File: config.mk
export PLATFORM = sky130hd
export DESIGN_NAME = ip_hdr_arbiter
export DESIGN_NICKNAME = d
export VERILOG_FILES = /design/src/rtl/ip_hdr_arbiter.sv
export SDC_FILE = /design/constraint.sdc
export NUM_CORES = 1
export LEC_CHECK = 0
export ABC_AREA = 1
export BUFFER_PORTS_ARGS = -buffer_cell sky130_fd_sc_hd__buf_4
export CAP_MARGIN = 20
export CORE_AREA = 2 2 293 295
export CTS_CLUSTER_DIAMETER = 80
export DETAILED_ROUTE_END_ITERATION = 10
export DIE_AREA = 0 0 295 297
export HOLD_SLACK_MARGIN = 0.06
export SLEW_MARGIN = 20
export SYNTH_ARGS = -nofsm -noshare
export SYNTH_HDL_FRONTEND = slang
export SYNTH_SLANG_ARGS = --single-unit
File: constraint.sdc
create_clock -name clk -period 2.6 [get_ports clk]
set_clock_uncertainty 0.1 [all_clocks]
set_input_delay 0.39 -clock clk [delete_from_list [all_inputs] [get_ports clk]]
set_output_delay 0.39 -clock clk [all_outputs]
set_load 0.05 [all_outputs]
File: src/rtl/ip_hdr_arbiter.sv
// ip_hdr_arbiter: round-robin arbiter feeding a shared IP header builder.
// It keeps one transaction in flight and rejects requests shorter than MIN_LEN.
module ip_hdr_arbiter #(
  parameter int          NUM_REQ = 4,
  parameter int          TAG_W   = 2,
  parameter logic [15:0] MIN_LEN = 16'd20
) (
  input  logic                  clk,
  input  logic                  rstn,
  input  logic [NUM_REQ-1:0]    req_valid,
  output logic [NUM_REQ-1:0]    req_ready,
  input  logic [32*NUM_REQ-1:0] req_src_ip,
  input  logic [32*NUM_REQ-1:0] req_dst_ip,
  input  logic [16*NUM_REQ-1:0] req_len,
  output logic                  bld_valid,
  input  logic                  bld_ready,
  output logic [31:0]           bld_src_ip,
  output logic [31:0]           bld_dst_ip,
  output logic [15:0]           bld_len,
  input  logic                  res_valid,
  output logic                  res_ready,
  input  logic [159:0]          res_header,
  output logic                  hdr_valid,
  input  logic                  hdr_ready,
  output logic [159:0]          hdr_data,
  output logic [TAG_W-1:0]      hdr_tag,
  output logic                  len_err,
  output logic [15:0]           err_cnt,
  output logic                  busy
);
  typedef enum logic [1:0] {IDLE, ISSUE, WAIT_RES, DELIVER} state_t;
  state_t             state_q;
  logic [TAG_W-1:0]   rr_ptr_q, grant_q, grant_d;
  logic [TAG_W:0]     idx;
  logic               found;
  logic [31:0]        src_q, dst_q;
  logic [15:0]        len_q, err_cnt_q, grant_len;
  logic [159:0]       hdr_q;
  logic               len_err_q;
  function automatic logic [TAG_W-1:0] inc(input logic [TAG_W-1:0] t);
    return (t == TAG_W'(NUM_REQ-1)) ? '0 : t + 1'b1;
  endfunction
  // Walk downward so the candidate closest to rr_ptr is the last one written.
  always_comb begin
    grant_d = '0;
    found   = 1'b0;
    idx     = '0;
    for (int k = NUM_REQ-1; k >= 0; k--) begin
      idx = {1'b0, rr_ptr_q} + (TAG_W+1)'(k);
      idx = (idx >= (TAG_W+1)'(NUM_REQ)) ? idx - (TAG_W+1)'(NUM_REQ) : idx;
      if (req_valid[idx[TAG_W-1:0]]) begin
        grant_d = idx[TAG_W-1:0];
        found   = 1'b1;
      end
    end
  end
  assign grant_len  = req_len[16*grant_d +: 16];
  assign req_ready  = (rstn && state_q == IDLE && found) ? NUM_REQ'(1) << grant_d : '0;
  assign bld_valid  = state_q == ISSUE;
  assign res_ready  = state_q == WAIT_RES;
  assign hdr_valid  = state_q == DELIVER;
  assign busy       = state_q != IDLE;
  assign bld_src_ip = src_q;
  assign bld_dst_ip = dst_q;
  assign bld_len    = len_q;
  assign hdr_data   = hdr_q;
  assign hdr_tag    = grant_q;
  assign len_err    = len_err_q;
  assign err_cnt    = err_cnt_q;
  always_ff @(posedge clk) begin
    if (!rstn) begin
      state_q   <= IDLE;
      rr_ptr_q  <= '0;
      grant_q   <= '0;
      src_q     <= '0;
      dst_q     <= '0;
      len_q     <= '0;
      hdr_q     <= '0;
      len_err_q <= 1'b0;
      err_cnt_q <= '0;
    end else begin
      len_err_q <= 1'b0;
      case (state_q)
        IDLE: if (found) begin
          grant_q <= grant_d;
          src_q   <= req_src_ip[32*grant_d +: 32];
          dst_q   <= req_dst_ip[32*grant_d +: 32];
          len_q   <= grant_len;
          if (grant_len >= MIN_LEN) state_q <= ISSUE;
          else begin
            len_err_q <= 1'b1;
            err_cnt_q <= (&err_cnt_q) ? err_cnt_q : err_cnt_q + 1'b1;
            rr_ptr_q  <= inc(grant_d);
          end
        end
        ISSUE: if (bld_ready) state_q <= WAIT_RES;
        WAIT_RES: if (res_valid) begin
          hdr_q   <= res_header;
          state_q <= DELIVER;
        end
        DELIVER: if (hdr_ready) begin
          state_q  <= IDLE;
          rr_ptr_q <= inc(grant_q);
        end
        default: state_q <= IDLE;
      endcase
    end
  end
endmodule

---- After elaboration in Yosys (flattened, before gate mapping) ----
Cells that the tools add are included.
storage, ports and cells
  register bits ........................... 263
  output and inout port bits .............. 267
cells by class
  mux-type cells .......................... 34
  reductions and logical operators ........ 12
  add/subtract/negate cells ............... 10
  order comparisons ....................... 9
  bitwise operators ....................... 2
  shift operators ......................... 4
  equality and inequality tests ........... 11
operator list
  operator                                                                 count
  128-bit by 8-bit variable part select with 32-bit output                 2
  64-bit by 7-bit variable part select with 16-bit output                  1
  2-bit 2-to-1 mux                                                         18
  16-bit by 1-bit adder with 16-bit output (second input constant)         1
  16-bit by 5-bit >= comparator with 1-bit output (second input constant)  1
  16-bit AND reduction                                                     1
  2-bit by 3-bit < comparator with 1-bit output (second input constant)    4
  3-bit >= comparator (second input constant)                              3
  1-bit 2-to-1 mux                                                         9
  1-bit binary-select mux with 2-bit select                                4
  2-bit equality test (second input constant)                              4
  2-bit case mux with 4 select lines                                       1
  4-bit AND reduction                                                      2
  2-bit by 1-bit subtractor with 2-bit output (second input constant)      4
  2-bit by 2-bit adder with 3-bit output (second input constant)           2
  2-bit by 1-bit != test with 1-bit output (second input constant)         3
  2-bit != test (second input constant)                                    3
  5-bit AND reduction                                                      1
  2-bit by 1-bit adder with 2-bit output (second input constant)           2
  4-bit 2-to-1 mux                                                         1
  2-bit case mux with 2 select lines                                       1
  2-bit AND reduction                                                      2
  2-bit nonzero test                                                       2
  1-bit by 2-bit << shifter with 4-bit output (first input constant)       1
  7 further kinds                                                          9

---- Logic depth before layout (Yosys ltp) ----
Gate-level depths: netlist of run 1.
  depth in word-level cells ............... 14
  gate-level depth with buffers ........... 22

---- Least setup slack after synthesis of run 1 ----
OpenSTA, ideal clock, no wires.
  path type ............................... flip-flop to output port
  start point ............................. register rr_ptr_q[0]
  end point ............................... output req_ready[0]
  cell stages (with the launch flop) ...... 14
  path slack .............................. -456 ps
  buffers on the path ..................... 3
  arrival time ............................ 2566 ps
  cell sequence ........................... dfxtp_1 > buf_6 > o21ai_1 > nand2_2 > nand3_2 > nand2_2 > nand2_4 > nand2_8 > inv_2 > buf_2 > buf_1 > ha_1 > inv_1 > nor2_1
on the way
  longest elaborated chain between the ends .. 11
  elaborated cells on any way between the ends .. 34
  classes of those cells .................. add/sub (7); order compare (4); shift (1); mux (21); reduce/logical (1)
RTL lines
  item                                                                                       RTL line  text
  start, declared                                                                            33        logic [TAG_W-1:0] rr_ptr_q, grant_q, grant_d;
  start signal, assigned                                                                     93        rr_ptr_q <= inc(grant_d);
  start signal, assigned                                                                     103       rr_ptr_q <= inc(grant_q);
  2-bit by 2-bit adder with 3-bit output                                                     49        idx = {1'b0, rr_ptr_q} + (TAG_W+1)'(k);
  3-bit >= comparator / 2-bit by 1-bit subtractor with 2-bit output (equally long branches)  50        idx = (idx >= (TAG_W+1)'(NUM_REQ)) ? idx - (TAG_W+1)'(NUM_REQ) : idx;
  2-bit 2-to-1 mux                                                                           50
  1-bit binary-select mux with 2-bit select                                                  51        if (req_valid[idx[TAG_W-1:0]]) begin
  1-bit 2-to-1 mux (not written as such)                                                     51
  2-bit 2-to-1 mux / 1-bit 2-to-1 mux (equally long branches) (4 in a row)                   51
  1-bit by 2-bit << shifter with 4-bit output / 1-bit logical AND (equally long branches)    58        assign req_ready = (rstn && state_q == IDLE && found) ? NUM_REQ'(1) << grant_d : '0;
  4-bit 2-to-1 mux (*)                                                                       58
  end, declared                                                                              11        output logic [NUM_REQ-1:0] req_ready,
Mark *: on every way between the ends. The rest lies on a longest branch, timed or not. The select of a mux whose other input is x is not followed.

---- Worst setup path in the final report of run 1 ----
  start point ............................. register rr_ptr_q[0]
  end point ............................... output req_ready[2]
The elaborated chain is that of the path after synthesis.

==> results.toml, run 1 <==
[clock_network]
htree_levels = 2
cts_buffers = 36
cts_buffer_depth = 3
cts_tree = "done"
clock-sinks = 263
clk_latency_ns = 0.56
cts-root-buf = "clkbuf_16"
clk_pin_slew_ns = 0.06

[worst_setup_path]
cp_num_buf_inv = 5
slowest_delay_ns = 0.36
arrival_ns = 2.38
crit_fanout = 8
setup.worst_path.start_class = "flip-flop"
rr_startpoint = "rr_ptr_q[0]$_SDFFE_PN0P_"
worstPathRequired_ns = 2.11
crit_path_end_kind = "output port"
cp-startpoint = "rr_ptr_q[0]$_SDFFE_PN0P_"
cp_cell_sequence = "buf_12 > o21ai_4 > nand2_2 > nand3_4 > nor2_4 > o21ai_4 > buf_6 > buf_12 > ha_1 > inv_2 > nor2_4 > buf_8"
path_delay_family = "buffers and inverters"
cp_slowest_cell = "dfxtp_4"
worstSetupPathType = "reg -> out"

[floorplanning]
die_y_um = 297
die_area_mm2 = 0.0876
core-area_mm2 = 0.0845
initial_utilization = 0.147
ios = 756
chipWidth_um = 295
num_rows = 107

[drt]
viasPerCell = 4.06
dr_total_vias = 16000
drtIter0Drc = 939
routed_wl_um = 65900
drc = 0
detail-route-antenna-nets = 0
wl_per_cell_um = 16.7
drtPass1Iterations = 5

[sta]
setup_slack_ns = -0.271
max_freq_mhz = 348
worst_slew_pin_slew_ns = 0.508
max_slew_margin = 0.658
fin_crit_ns = 2.87
fin_crit_sh = 1.10
finalSetupViolCount = 24
hold_viol = 0
rsz0062_at_grt = "yes"
maxSlewViolCount = 0

[synth]
yosysTopAreaCellShare = 0.425
synthFlopType = "dfxtp_1"
synth_cell_types = 34
syn_area_per_cell_um2 = 6.72
synthTopCellsByArea = "dfxtp_1 43%, nor2_1 20%, o21ai_0 14%"
async_reset_ff_frac = 0
synth_edf_count = 0
yosysSeqAreaShare = 0.425
synth_fp_nets = 2343
syn_inst = 1843
yosysMostFrequentCell = "nor2_1"
yosysWarnings = 0
netlist_area_mm2 = 0.0124
synth_common_cells = "670 x nor2_1, 340 x o21ai_0, 263 x dfxtp_1"
synth_top_area_cell = "dfxtp_1"
synth_seq_cells = 263

[layout]
ff_latch_area_mm2 = 0.00527
drive_gt1_frac = 0.362
final_nets = 3274
nFillCells = 9204
multi_input_area_mm2 = 0.00644
final_util = 0.277
syn_to_final_growth_pct = 88.8

[global_route]
track_usage = 0.141
grt_max_degree = 107
gr-total-overflow = 0
first_global_vias = 16100
antenna_found_initial = 6
grt_pass1_wl_um = 95000

[pwr]
power_density_mw_per_mm2 = 1010
vdd_drop_max_mv = 0.559
p_leak_nw = 10.7

[flow_run]
maxCapViolCount = 0

[place]
gp_congestion = 0.894
place_hpwl_um = 48600
dpl_worst_slack_ns = -0.302
port_buffers = 755

[min_path]
min_path_type = "in -> reg"
hp-start = "res_header[8]"

[outcome]
status = "complete, but fails checks"
violations = "negative setup slack"
[worst paths after layout]
kind	to	slack, ns	cells after the start
worst min-delay path	hdr_data[8]$_SDFFE_PN0P_	0.10	3
worst min register to register	hdr_data[118]$_SDFFE_PN0P_	0.38	2
worst max register to register	err_cnt[11]$_SDFFE_PN0P_	-0.20	19
worst max-delay path	req_ready[2]	-0.27	12
[cells by family (layout without fill, tap and decap cells)]
kind of cell    after synthesis  in the layout  share of synthesized area
fa+ha+maj                    11             11                     0.0111
buf+inv                     244           1201                     0.0793
other cells                   0              1                          0
simple gates                886            887                      0.288
flops                       263            263                      0.425
xor+xnor                      7              7                    0.00495
compound gates              432            432                      0.191
[through the flow]
stage	total power, mW	area (um2)	instances	hold WS (ns)	TNS [ns]
3_3_place_gp	17.5	19900	3709	0.364	-5.48
4_1_cts	23.5	23100	3941	0.0745	-3.65
6_report	23.5	23400	3946	0.102	-3.67
3_5_place_dp	17.6	19900	3709	0.373	-7.67
2_1_floorplan	12.9	12400	1843	0.373	0
5_1_grt	24.9	23400	3946	0.103	-7.50
[what timing repair did]
| item | CTS | global route |
|---|---|---|
| gates cloned | 5 | 2 |
| buffers inserted | 15 | 2 |
| hold endpoints to repair | 148 | 0 |
| setup endpoints to repair | 53 | 73 |
| pin swaps | 14 | 13 |
| gates resized for setup | 59 | 48 |
| hold buffers | 148 | 0 |
[worst min-delay path: cells and delay by family]
kind,cells,cell delay (ns)
buffers and inverters,1,0.07
AND/OR/NAND/NOR,1,0.12
AO/OA/AOI/OAI,1,0.14
[layout make-up]
class / instances / area share
Inverter: 108 / 0.0179
Tap cell: 1144 / 0.0612
Antenna cell: 1 / 0.000107
Clock buffer: 45 / 0.0430
Multi-Input combinational cell: 1337 / 0.276
Sequential cell: 263 / 0.225
Clock inverter: 20 / 0.0103
Timing Repair Buffer: 1027 / 0.366
Timing Repair inverter: 1 / 0.000268
[registers in the layout, indices dropped and copies added (netlist names)]
register and cells:
bld_src_ip 32, err_cnt 16, hdr_data 160, len_err 1, state_q 2, bld_dst_ip 32
bld_len 16, hdr_tag 2, rr_ptr_q 2
[cells in the final DEF (no fill, tap or decap), types with 4 or more instances in the layout]
master | synthesis | final
o211ai_1 | 6 | 6
nor3_1 | 8 | 6
clkbuf_8 | 0 | 7
inv_4 | 1 | 4
nand3_4 | 1 | 4
buf_12 | 0 | 17
nor2_4 | 0 | 11
clkinv_2 | 0 | 6
dlygate4sd3_1 | 0 | 148
dfxtp_1 | 263 | 262
nand4_1 | 10 | 10
nand3_2 | 3 | 5
nand3b_1 | 14 | 14
o22ai_1 | 31 | 30
o21ai_1 | 3 | 5
inv_2 | 5 | 9
inv_1 | 102 | 95
ha_1 | 11 | 8
o21ai_0 | 340 | 335
buf_4 | 4 | 835
nand2_4 | 1 | 6
o32ai_1 | 35 | 32
nand2_2 | 5 | 14
buf_16 | 0 | 4
nand2_1 | 107 | 93
nor2_1 | 670 | 662
clkbuf_16 | 0 | 38
xor2_1 | 4 | 4
a21oi_1 | 14 | 13
buf_6 | 5 | 12
buf_8 | 0 | 7
nand3_1 | 61 | 56
[power by group]
part | internal (mW) | total (mW) | leakage (nW) | switching (mW)
sequential | 5.07 | 5.65 | 2.15 | 0.583
combinational | 4.35 | 12.7 | 7.98 | 8.33
clock | 3.10 | 5.21 | 0.615 | 2.11
[layer usage]
layer,track usage,share of wire,up-vias
met3,0.0526,0.10,137
met2,0.230,0.46,642
li1,-,-,7882
met5,0,0.00032,-
met1,0.164,0.40,7354
met4,0.0640,0.043,4
No activity file was read; power rests on OpenSTA's default activity.
==> inputs of run 2 (changes only) <==
--- a/config.mk
+++ b/config.mk
@@ -13,6 +13,8 @@
 export DETAILED_ROUTE_END_ITERATION = 10
 export DIE_AREA = 0 0 295 297
 export HOLD_SLACK_MARGIN = 0.06
+export PLACE_DENSITY = 0.35
+export SKIP_LAST_GASP = 1
 export SLEW_MARGIN = 20
 export SYNTH_ARGS = -nofsm -noshare
 export SYNTH_HDL_FRONTEND = slang
==> run 2 against run 1 <==
The run still ends with negative setup slack left. Die area is the same. Clock-buffer cell count up 12. Routed wire length rose by 16%. Register-to-register slack gained 0.04 ns. Core utilization up 0.79 points. Via count up 1.6%. Non-clock buffer count up 19. Cell count is 0.79% higher. Worst setup slack better by 0.031 ns. Largest cell class unchanged. Highest routed layer unchanged.
==> results.toml, run 2 (synthesis results as in run 1) <==
[worst_setup_path]
cp_common_cell = "buf_12"
slowest_delay_ns = 0.37
cp_slowest_cell = "dfxtp_4"
worstSetupPathType = "reg -> out"
crit_fanout = 7
worstPathRequired_ns = 2.11
arrival_ns = 2.35
cp_cell_sequence = "buf_12 > o21ai_4 > nand2_4 > nand3_4 > nand3_4 > nand2_8 > inv_6 > buf_12 > ha_1 > inv_2 > nor2_4 > buf_12"
setup.worst_path.start_class = "flip-flop"
crit_path_end_kind = "output port"

[floorplanning]
ios = 756
die_area_mm2 = 0.0876
core-area_mm2 = 0.0845
num_rows = 107
initial_utilization = 0.147
die_y_um = 297
chipWidth_um = 295

[layout]
largest_reg_flops = 160
nFillCells = 9278
final_cell_mix = "822 x buf_4, 655 x nor2_1, 318 x o21ai_0"
final_common_cell = "buf_4"
final_nets = 3296
drive_gt1_frac = 0.372
syn_to_final_growth_pct = 94.1
final_util = 0.285

[drt]
wl_per_cell_um = 19.3
viasPerCell = 4.09
dr_total_vias = 16300
drtIter0Drc = 824
routed_wl_um = 76600
drtPass1Iterations = 5
drc = 0
detail-route-antenna-nets = 0

[clock_network]
cts_buffer_depth = 3
clk_latency_ns = 0.56
cts_tree = "done"
cts-root-buf = "clkbuf_16"
clk_pin_slew_ns = 0.05
htree_levels = 2
clock-sinks = 263
cts_buffers = 39

[sta]
worst_slew_pin_slew_ns = 0.633
tns_ns = -2.55
max_slew_margin = 0.578
rsz0062_at_grt = "yes"
fin_crit_ns = 2.84
max_freq_mhz = 352
hold_viol = 0
setup_slack_ns = -0.241
fin_crit_sh = 1.09
finalSetupViolCount = 24
maxSlewViolCount = 0

[min_path]
min_path_type = "in -> reg"

[pwr]
vdd_drop_max_mv = 0.422
p_leak_nw = 11.0
p_sw_mw = 11.4
power_density_mw_per_mm2 = 1000
p_seq_frac = 0.236
power_frac_comb = 0.540
p_clk_frac = 0.224
p_int_mw = 12.8
sw_frac_of_total = 0.470

[global_route]
gr-total-overflow = 0
first_global_vias = 16600
grt_pass1_wl_um = 108000
grt_max_degree = 136
track_usage = 0.164
antenna_found_initial = 10

[place]
port_buffers = 755
dpl_worst_slack_ns = -0.392
place_hpwl_um = 57700
gp_congestion = 0.882

[flow_run]
maxCapViolCount = 0

[outcome]
status = "complete, but fails checks"
violations = "negative setup slack"
run 2: cell types whose count changed in the layout (fill, tap and decap cells not counted), sizes merged:
cell         change
diode            +6
dlygate4sd3     +18
buf              -3
bufbuf           +1
inv              -6
nand2            +1
clkbuf          +15
clkinvlp         -2
clkinv           +1
run 2: worst max-delay path, delay by kind of cell, from the launching register on:
kind	cells	cell delay, ns
compound gates	1	0.19
simple gates	5	0.48
buf+inv	5	0.53
flops	1	0.37
fa+ha+maj	1	0.20
run 2: metal layers:
metal	vias up	track usage	routed length [um]
met5	-	0	11
met4	2	0.0694	2790
met3	118	0.0501	5920
met2	609	0.282	37500
met1	7610	0.188	30400
li1	7938	-	-
run 2: repair_timing:
action,4_1_cts,5_1_grt
hold buffers,166,0
setup endpoints to repair,88,85
buffers inserted,14,15
resized for setup,71,117
endpoints found under the hold margin,159,0
gates cloned,4,6
pin swaps,19,42
run 2: path summary, 6_finish.rpt:
path	depth (start not counted)	slack [ns]	to	startpoint
max	12	-0.24	req_ready[2]	rr_ptr_q[0]$_SDFFE_PN0P_
min	5	0.10	bld_dst_ip[13]$_SDFFE_PN0P_	req_dst_ip[13]
max reg2reg	18	-0.16	err_cnt[9]$_SDFFE_PN0P_	rr_ptr_q[0]$_SDFFE_PN0P_
min reg2reg	2	0.38	hdr_data[23]$_SDFFE_PN0P_	hdr_data[23]$_SDFFE_PN0P_
run 2: layout make-up:
type,instances,area (um2),area share
multi-input combinational,1338,6720,0.279
tap,1144,1430,0.0595
inverter,108,423,0.0176
timing repair buffer,1046,8880,0.370
clock buffer,57,1100,0.0459
antenna,7,17.5,0.000729
sequential,263,5270,0.219
clock inverter,14,194,0.00807
run 2: stage by stage:
stage	cells	instance area, um2	hold WS (ns)	power (mW)
2_1_floorplan	1843	12400	0.373	12.9
5_1_grt	3976	24000	0.103	25.6
4_1_cts	3951	23400	0.0610	24.0
6_report	3977	24000	0.105	24.1
3_5_place_dp	3696	19900	0.373	17.7
3_3_place_gp	3696	19900	0.365	17.7
run 2: power groups by stage:
stage | logic (mW) | registers (mW) | clock network [mW]
final | 13.0 | 5.70 | 5.41
after global routing | 14.0 | 5.83 | 5.79
after CTS | 12.7 | 5.71 | 5.64
after detailed placement | 12.0 | 5.78 | 0
after global placement | 12.0 | 5.76 | 0
after floorplan | 3.84 | 9.09 | 0
